$ cat config.mk
export PLATFORM = sky130hd
export DESIGN_NAME = regfile_writeback_arbiter
export DESIGN_NICKNAME = d
export VERILOG_FILES = /design/src/rtl/regfile_writeback_arbiter_pkg.sv /design/src/rtl/regfile_writeback_arbiter_wb_fifo.sv /design/src/rtl/regfile_writeback_arbiter.sv
export SDC_FILE = /design/constraint.sdc
export NUM_CORES = 1
export LEC_CHECK = 0
export CAP_MARGIN = 15
export CORE_MARGIN = 4
export CORE_UTILIZATION = 40
export CTS_BUF_LIST = sky130_fd_sc_hd__clkbuf_4
export DETAILED_ROUTE_END_ITERATION = 12
export GPL_ROUTABILITY_DRIVEN = 0
export PLACE_DENSITY = 0.7
export SKIP_CTS_REPAIR_TIMING = 1
export SLEW_MARGIN = 20
export SYNTH_ARGS = -nofsm -noshare
export SYNTH_HDL_FRONTEND = slang
export SYNTH_SLANG_ARGS = --single-unit
$ cat constraint.sdc
create_clock -name clk -period 2.6 [get_ports clk]
set_clock_uncertainty 0.05 [all_clocks]
set_input_delay 0.39 -clock clk [delete_from_list [all_inputs] [get_ports clk]]
set_output_delay 0.39 -clock clk [all_outputs]
set_load 0.1 [all_outputs]
$ cat src/rtl/regfile_writeback_arbiter_pkg.sv
`default_nettype none
// ============================================================================
// Module      : regfile_writeback_arbiter_pkg
// Description : Shared widths, the hard-wired zero register index and the
//               buffered write-back entry type for the write-back arbiter.
// Revision    : 1.0 - initial release
// ============================================================================
package regfile_writeback_arbiter_pkg;

    localparam int DATA_W = 32;
    localparam int ADDR_W = 5;

    // Register 0 is hard-wired; writes to it are discarded.
    localparam logic [ADDR_W-1:0] REG_ZERO = '0;

    // One pending register-file write.
    typedef struct packed {
        logic [ADDR_W-1:0] rd;
        logic [DATA_W-1:0] data;
    } wb_entry_t;

endpackage
`default_nettype wire

$ cat src/rtl/regfile_writeback_arbiter_wb_fifo.sv
`default_nettype none
// ============================================================================
// Module      : wb_fifo
// Description : DEPTH-entry circular buffer of pending write-back entries.
//               No fall-through: an entry pushed this cycle becomes the head
//               only after the edge. Exposes per-entry valid/rd so that the
//               decode scoreboard can search every buffered destination.
// Revision    : 1.0 - initial release
// ============================================================================
module wb_fifo
    import regfile_writeback_arbiter_pkg::*;
#(
    parameter int DEPTH = 2
) (
    input  logic                              clk,
    input  logic                              reset,
    input  logic                              push,
    input  wb_entry_t                         push_entry,
    input  logic                              pop,
    output wb_entry_t                         head,
    output logic [$clog2(DEPTH+1)-1:0]        count,
    output logic [DEPTH-1:0]                  ent_valid,
    output logic [DEPTH-1:0][ADDR_W-1:0]      ent_rd
);

    localparam int PTR_W = $clog2(DEPTH);

    wb_entry_t        mem [DEPTH];
    logic [PTR_W-1:0] wr_ptr;
    logic [PTR_W-1:0] rd_ptr;

    // Pointers wrap naturally because DEPTH is a power of two.
    always_ff @(posedge clk or posedge reset) begin
        if (reset) begin
            wr_ptr <= '0;
            rd_ptr <= '0;
            count  <= '0;
        end else begin
            if (push) begin
                wr_ptr <= wr_ptr + 1'b1;
            end
            if (pop) begin
                rd_ptr <= rd_ptr + 1'b1;
            end
            if (push && !pop) begin
                count <= count + 1'b1;
            end else if (pop && !push) begin
                count <= count - 1'b1;
            end
        end
    end

    // Entry storage needs no reset; occupancy is tracked by the pointers.
    always_ff @(posedge clk) begin
        if (push) begin
            mem[wr_ptr] <= push_entry;
        end
    end

    assign head = mem[rd_ptr];

    // An entry is live when its distance from the read pointer is below count.
    generate
        for (genvar i = 0; i < DEPTH; i++) begin : g_entry
            logic [PTR_W-1:0] offset;
            assign offset       = PTR_W'(i) - rd_ptr;
            assign ent_valid[i] = ({1'b0, offset} < count);
            assign ent_rd[i]    = mem[i].rd;
        end
    endgenerate

endmodule
`default_nettype wire

$ cat src/rtl/regfile_writeback_arbiter.sv
`default_nettype none
// ============================================================================
// Module      : regfile_writeback_arbiter
// Description : Write-back stage feeding the 32x32 register file. Merges the
//               non-stallable ALU/load result with buffered multiply/divide
//               results (ALU has priority), provides pending-write lookups for
//               decode and raises a one-cycle stall request when the buffered
//               results have been deferred STARVE_MAX cycles in a row.
//               Optional feature macro: WB_BYPASS_EN (adds forwarding ports
//               and restricts pend_busyN to buffered entries).
// Revision    : 1.0 - initial release
// ============================================================================
module regfile_writeback_arbiter #(
    parameter int DATA_W     = regfile_writeback_arbiter_pkg::DATA_W,
    parameter int ADDR_W     = regfile_writeback_arbiter_pkg::ADDR_W,
    parameter int DEPTH      = 2,
    parameter int STARVE_MAX = 4
) (
    input  logic              clk,
    input  logic              reset,
    input  logic              alu_valid,
    input  logic [ADDR_W-1:0] alu_rd,
    input  logic [DATA_W-1:0] alu_data,
    input  logic              md_valid,
    output logic              md_ready,
    input  logic [ADDR_W-1:0] md_rd,
    input  logic [DATA_W-1:0] md_data,
    input  logic [ADDR_W-1:0] chk_rd1,
    input  logic [ADDR_W-1:0] chk_rd2,
    output logic              pend_busy1,
    output logic              pend_busy2,
    output logic              stall_req,
`ifdef WB_BYPASS_EN
    output logic              fwd_hit1,
    output logic [DATA_W-1:0] fwd_data1,
    output logic              fwd_hit2,
    output logic [DATA_W-1:0] fwd_data2,
`endif
    output logic              RegWrite,
    output logic [ADDR_W-1:0] WriteRegister,
    output logic [DATA_W-1:0] WriteData
);

    import regfile_writeback_arbiter_pkg::*;

    localparam int CNT_W    = $clog2(DEPTH + 1);
    localparam int STARVE_W = $clog2(STARVE_MAX + 1);

    logic [CNT_W-1:0]             count;
    logic [DEPTH-1:0]             ent_valid;
    logic [DEPTH-1:0][ADDR_W-1:0] ent_rd;
    wb_entry_t                    head;
    wb_entry_t                    push_entry;

    logic                alu_take;
    logic                fifo_nonempty;
    logic                fifo_pop;
    logic                md_push;
    logic                alu_defers_fifo;
    logic [STARVE_W-1:0] starve_cnt;
    logic                fifo_hit1;
    logic                fifo_hit2;
    logic                out_hit1;
    logic                out_hit2;

    // Handshake depends on occupancy only; held low while in reset.
    assign md_ready = !reset && (count < CNT_W'(DEPTH));

    assign alu_take        = alu_valid && (alu_rd != REG_ZERO);
    assign fifo_nonempty   = (count != '0);
    // Head is popped only when the ALU does not claim the write port.
    assign fifo_pop        = fifo_nonempty && !alu_take;
    // Writes to r0 are acknowledged but dropped.
    assign md_push         = md_valid && md_ready && (md_rd != REG_ZERO);
    assign alu_defers_fifo = fifo_nonempty && alu_take;

    assign push_entry = '{rd: md_rd, data: md_data};

    wb_fifo #(
        .DEPTH      (DEPTH)
    ) u_wb_fifo (
        .clk        (clk),
        .reset      (reset),
        .push       (md_push),
        .push_entry (push_entry),
        .pop        (fifo_pop),
        .head       (head),
        .count      (count),
        .ent_valid  (ent_valid),
        .ent_rd     (ent_rd)
    );

    // Output register: ALU result first, else FIFO head, else idle (hold index/data).
    always_ff @(posedge clk or posedge reset) begin
        if (reset) begin
            RegWrite      <= 1'b0;
            WriteRegister <= '0;
            WriteData     <= '0;
        end else if (alu_take) begin
            RegWrite      <= 1'b1;
            WriteRegister <= alu_rd;
            WriteData     <= alu_data;
        end else if (fifo_pop) begin
            RegWrite      <= 1'b1;
            WriteRegister <= head.rd;
            WriteData     <= head.data;
        end else begin
            RegWrite      <= 1'b0;
        end
    end

    // Count consecutive cycles the FIFO loses to the ALU; pulse stall_req on the last one.
    always_ff @(posedge clk or posedge reset) begin
        if (reset) begin
            starve_cnt <= '0;
            stall_req  <= 1'b0;
        end else if (alu_defers_fifo) begin
            if (starve_cnt == STARVE_W'(STARVE_MAX - 1)) begin
                starve_cnt <= '0;
                stall_req  <= 1'b1;
            end else begin
                starve_cnt <= starve_cnt + 1'b1;
                stall_req  <= 1'b0;
            end
        end else begin
            starve_cnt <= '0;
            stall_req  <= 1'b0;
        end
    end

    // Search every live FIFO entry for the decode source registers.
    always_comb begin
        fifo_hit1 = 1'b0;
        fifo_hit2 = 1'b0;
        for (int i = 0; i < DEPTH; i++) begin
            if (ent_valid[i] && (ent_rd[i] == chk_rd1)) begin
                fifo_hit1 = 1'b1;
            end
            if (ent_valid[i] && (ent_rd[i] == chk_rd2)) begin
                fifo_hit2 = 1'b1;
            end
        end
    end

    assign out_hit1 = RegWrite && (WriteRegister == chk_rd1);
    assign out_hit2 = RegWrite && (WriteRegister == chk_rd2);

`ifdef WB_BYPASS_EN
    // The committing write is forwarded, so only buffered entries stall decode.
    assign pend_busy1 = !reset && (chk_rd1 != REG_ZERO) && fifo_hit1;
    assign pend_busy2 = !reset && (chk_rd2 != REG_ZERO) && fifo_hit2;
    assign fwd_hit1   = (chk_rd1 != REG_ZERO) && out_hit1;
    assign fwd_hit2   = (chk_rd2 != REG_ZERO) && out_hit2;
    assign fwd_data1  = WriteData;
    assign fwd_data2  = WriteData;
`else
    assign pend_busy1 = !reset && (chk_rd1 != REG_ZERO) && (fifo_hit1 || out_hit1);
    assign pend_busy2 = !reset && (chk_rd2 != REG_ZERO) && (fifo_hit2 || out_hit2);
`endif

endmodule
`default_nettype wire

==> metrics.md <==
| Metric | Value |
|---|---|
| Crit end category | output pin |
| Final period utilization | between 90 and 100% |
| Post-synth ARST share | 38.33% |
| Fmax | 396.4 MHz |
| Synth-to-Final Area Change | 37.31% |
| Worst Path Required | roughly 2.2 ns |
| Post-synth top area share | a little over two fifths |
| FP Rows | 40 |
| Syn Area/Cell | 12.59 µm² |
| Met1 Use GR | a little under a fifth |
| Antenna-violating nets left | 0 |
| Most used routing layer | met2 |
| Nets@finish | about 640 |
| Routed WL | ~12000 µm |
| Met2 Use GR | roughly 28% |
| IO buf count | between 100 and 150 |
| Die area | around 15000 µm² |
| RSZ-0062 raised after global routing | yes |
| Largest net degree at the start of global routing | 47 |
| Initial Util | about two fifths |
| Syn_nets | between 400 and 500 |
| Most area-hungry cell type in the Yosys netlist | edfxtp_1 |
| Final setup fails | 0 |
| Share of layout cells above drive strength 1 | about a fifth |
| Seq/Total Area, Yosys | 66.31% |
| Worst Setup SP | u_wb_fifo.count[1] |
| CTS tree | built |
| HP Class | in2reg |
| Hold_sp | alu_data[13] |
| Die W | 120.8 µm |
| Initial antenna violation count | 0 |
| Crit path DAT | about 2.1 ns |
| Global-route wire length before repair | roughly 19000 µm |
| DRT Pass-1 Iters | 4 |
| Max-Cap Viols | 0 |
| Vias in the first global route | between 3k and 4k |
| Synth Flop Type | edfxtp_1 |
| Max-slew violations | 0 |
| Post-synth EDFFs | 74 |
| Gr ovfl total | 0 |
| Count leader, synth | edfxtp_1 |
| Min Tclk post-route | around 2.5 ns |
| Core Region | roughly 12000 µm² |
| Setup crit start kind | flip-flop |
| Worst rel slew slack | a little under three fifths |
| Final Hold Viols | 0 |
| Worst-Margin Slew | approximately 0.65 ns |
| Yosys warnings | 0 |
| GR Util All Layers | 16.60% |
| Unique masters post-synth | 30 |
| Synth area leaders | edfxtp_1, dfrtp_1, mux2i_1 |
| Synthesized flop and latch total | 120 |
| Most instantiated cells after synthesis | edfxtp_1, dfrtp_1, nor2_1, a21oi_1, nand2_1 |
| PD cells | around 1100 nW/µm² |
| Boundary Pins | 130 |
| Post-DR wirelength/cell | approximately 16 µm |
| R2R Path Start | u_wb_fifo.count[1] |
| Crit Path Category | reg2out |
| Synthesized area | between 5000 and 6000 µm² |
| Clk slew on worst S/H paths | 0.11 ns |
| Setup TNS | 0 ns |
| DR iter-0 viols | roughly 240 |
| H-tree levels | 4 |
| Worst-Skew Late Latency | approximately 0.53 ns |
| Crit-path max FO | 7 |
| Met3 usage in global routing | about 5.6% |
| Total number of vias | between 3k and 4k |
| DRC errors left | 0 |
| CTS Buf Count | 17 |
| DPL Wire Length | between 8000 and 9000 µm |
| Leak | 2.744 nW |
| Status | complete, no violations |
| Fillers | between 1k and 1.5k |
| Die height | 120.8 µm |
| Maximum clock path buffer count | 2 |
| VDD IR max | about 620 µV |
| Core Util, Final | between 50% and 60% |
| Diodes inserted | 0 |
| DR vias/cell | slightly below 5 |
| Mapped Cells | around 400 |
| # clock sinks | 120 |
| CTS Root Cell | clkbuf_4 |
## critical path, cell delays in order (launching register included)
cell and delay [ns]:
dfrtp_2 0.52, a21oi_1 0.11, nor4_1 0.33, nand3_1 0.18
a31oi_4 0.22, buf_12 0.19
## registers in the layout, indices dropped and copies added (netlist names)
| register | cells |
|---|---|
| WriteRegister | 5 |
| u_wb_fifo.count | 2 |
| u_wb_fifo.mem | 74 |
| stall_req | 1 |
| RegWrite | 1 |
| WriteData | 32 |
| u_wb_fifo.rd_ptr | 1 |
| starve_cnt | 3 |
| u_wb_fifo.wr_ptr | 1 |
## logic make-up (layout without fill, tap and decap cells)
logic type / Yosys count / after routing / share of synthesized area [%]
flip-flops: 120 / 120 / 66.31
AND/OR/NAND/NOR: 100 / 100 / 8.682
AO/OA/AOI/OAI: 85 / 85 / 8.682
multiplexers: 37 / 37 / 7.280
XOR/XNOR: 35 / 35 / 6.025
buffers and inverters: 25 / 185 / 2.533
adder cells (fa/ha/maj): 2 / 2 / 0.4918
## worst paths after layout
check	end	slack [ns]	depth (start not counted)
min in group asynchronous	WriteData[12]	0.56	4
worst max-delay path	pend_busy1	0.08	5
worst max register to register	u_wb_fifo.mem[0][18]	0.65	5
max in group asynchronous	WriteRegister[0]	1.47	4
worst min-delay path	WriteData[13]	0.33	3
worst min register to register	starve_cnt[0]	0.41	1
## power breakdown
group | total (mW) | switching, mW | leakage (nW) | internal (mW)
logic | 3.41 | 2.40 | 1.37 | 1.01
registers | 2.64 | 0.248 | 1.23 | 2.39
clock network | 1.35 | 0.689 | 0.145 | 0.664
total | 7.40 | 3.33 | 2.74 | 4.06
## cells in the final DEF (no fill, tap or decap), types with 2 or more instances in the layout
cell	count
clkinvlp_4	6
buf_4	57
mux2i_1	37
a21oi_1	38
or4_1	3
xor2_1	24
xnor2_1	11
nor4_1	5
clkinv_2	3
ha_1	2
clkdlybuf4s50_1	87
nand3_1	4
clkbuf_4	18
edfxtp_1	74
bufinv_16	3
o21ai_1	20
clkinv_1	2
buf_12	6
a31oi_4	2
dfrtp_2	5
nor4b_1	2
o211ai_1	3
dfrtp_1	41
nor2_1	38
nor2_4	3
nand2_1	38
o21ai_0	20
## layer usage
layer,vias up,wire length [µm]
met5,-,0
met4,0,289
met3,23,874
met2,135,5874
met1,1702,4637
li1,1743,-
## area by class of cell
type,count,area (µm²),area share (%)
clock inverters,14,158.9,2.275
multi-input cells,259,1644,23.54
inverters,2,11.26,0.1612
well taps,168,210.2,3.009
clock buffers,18,135.1,1.934
repair buffers,151,1446,20.71
flip-flops and latches,120,3379,48.38
## per-stage QoR
| stage | cell area [µm²] | std cells | hold WS, ns | worst slack (ns) | total power [mW] |
|---|---|---|---|---|---|
| after detailed placement | 6603 | 692 | 0.3943 | 0.007764 | 6.067 |
| final | 6985 | 732 | 0.3279 | 0.07742 | 7.399 |
| after global routing | 6985 | 732 | 0.2842 | -0.02476 | 7.782 |
| after global placement | 6603 | 692 | 0.3758 | 0.04313 | 6.012 |
| after floorplan | 5140 | 404 | 0.3628 | -0.006690 | 5.156 |
| after CTS | 6897 | 724 | 0.2721 | -0.1073 | 7.445 |
No activity file was read; power rests on OpenSTA's default activity.
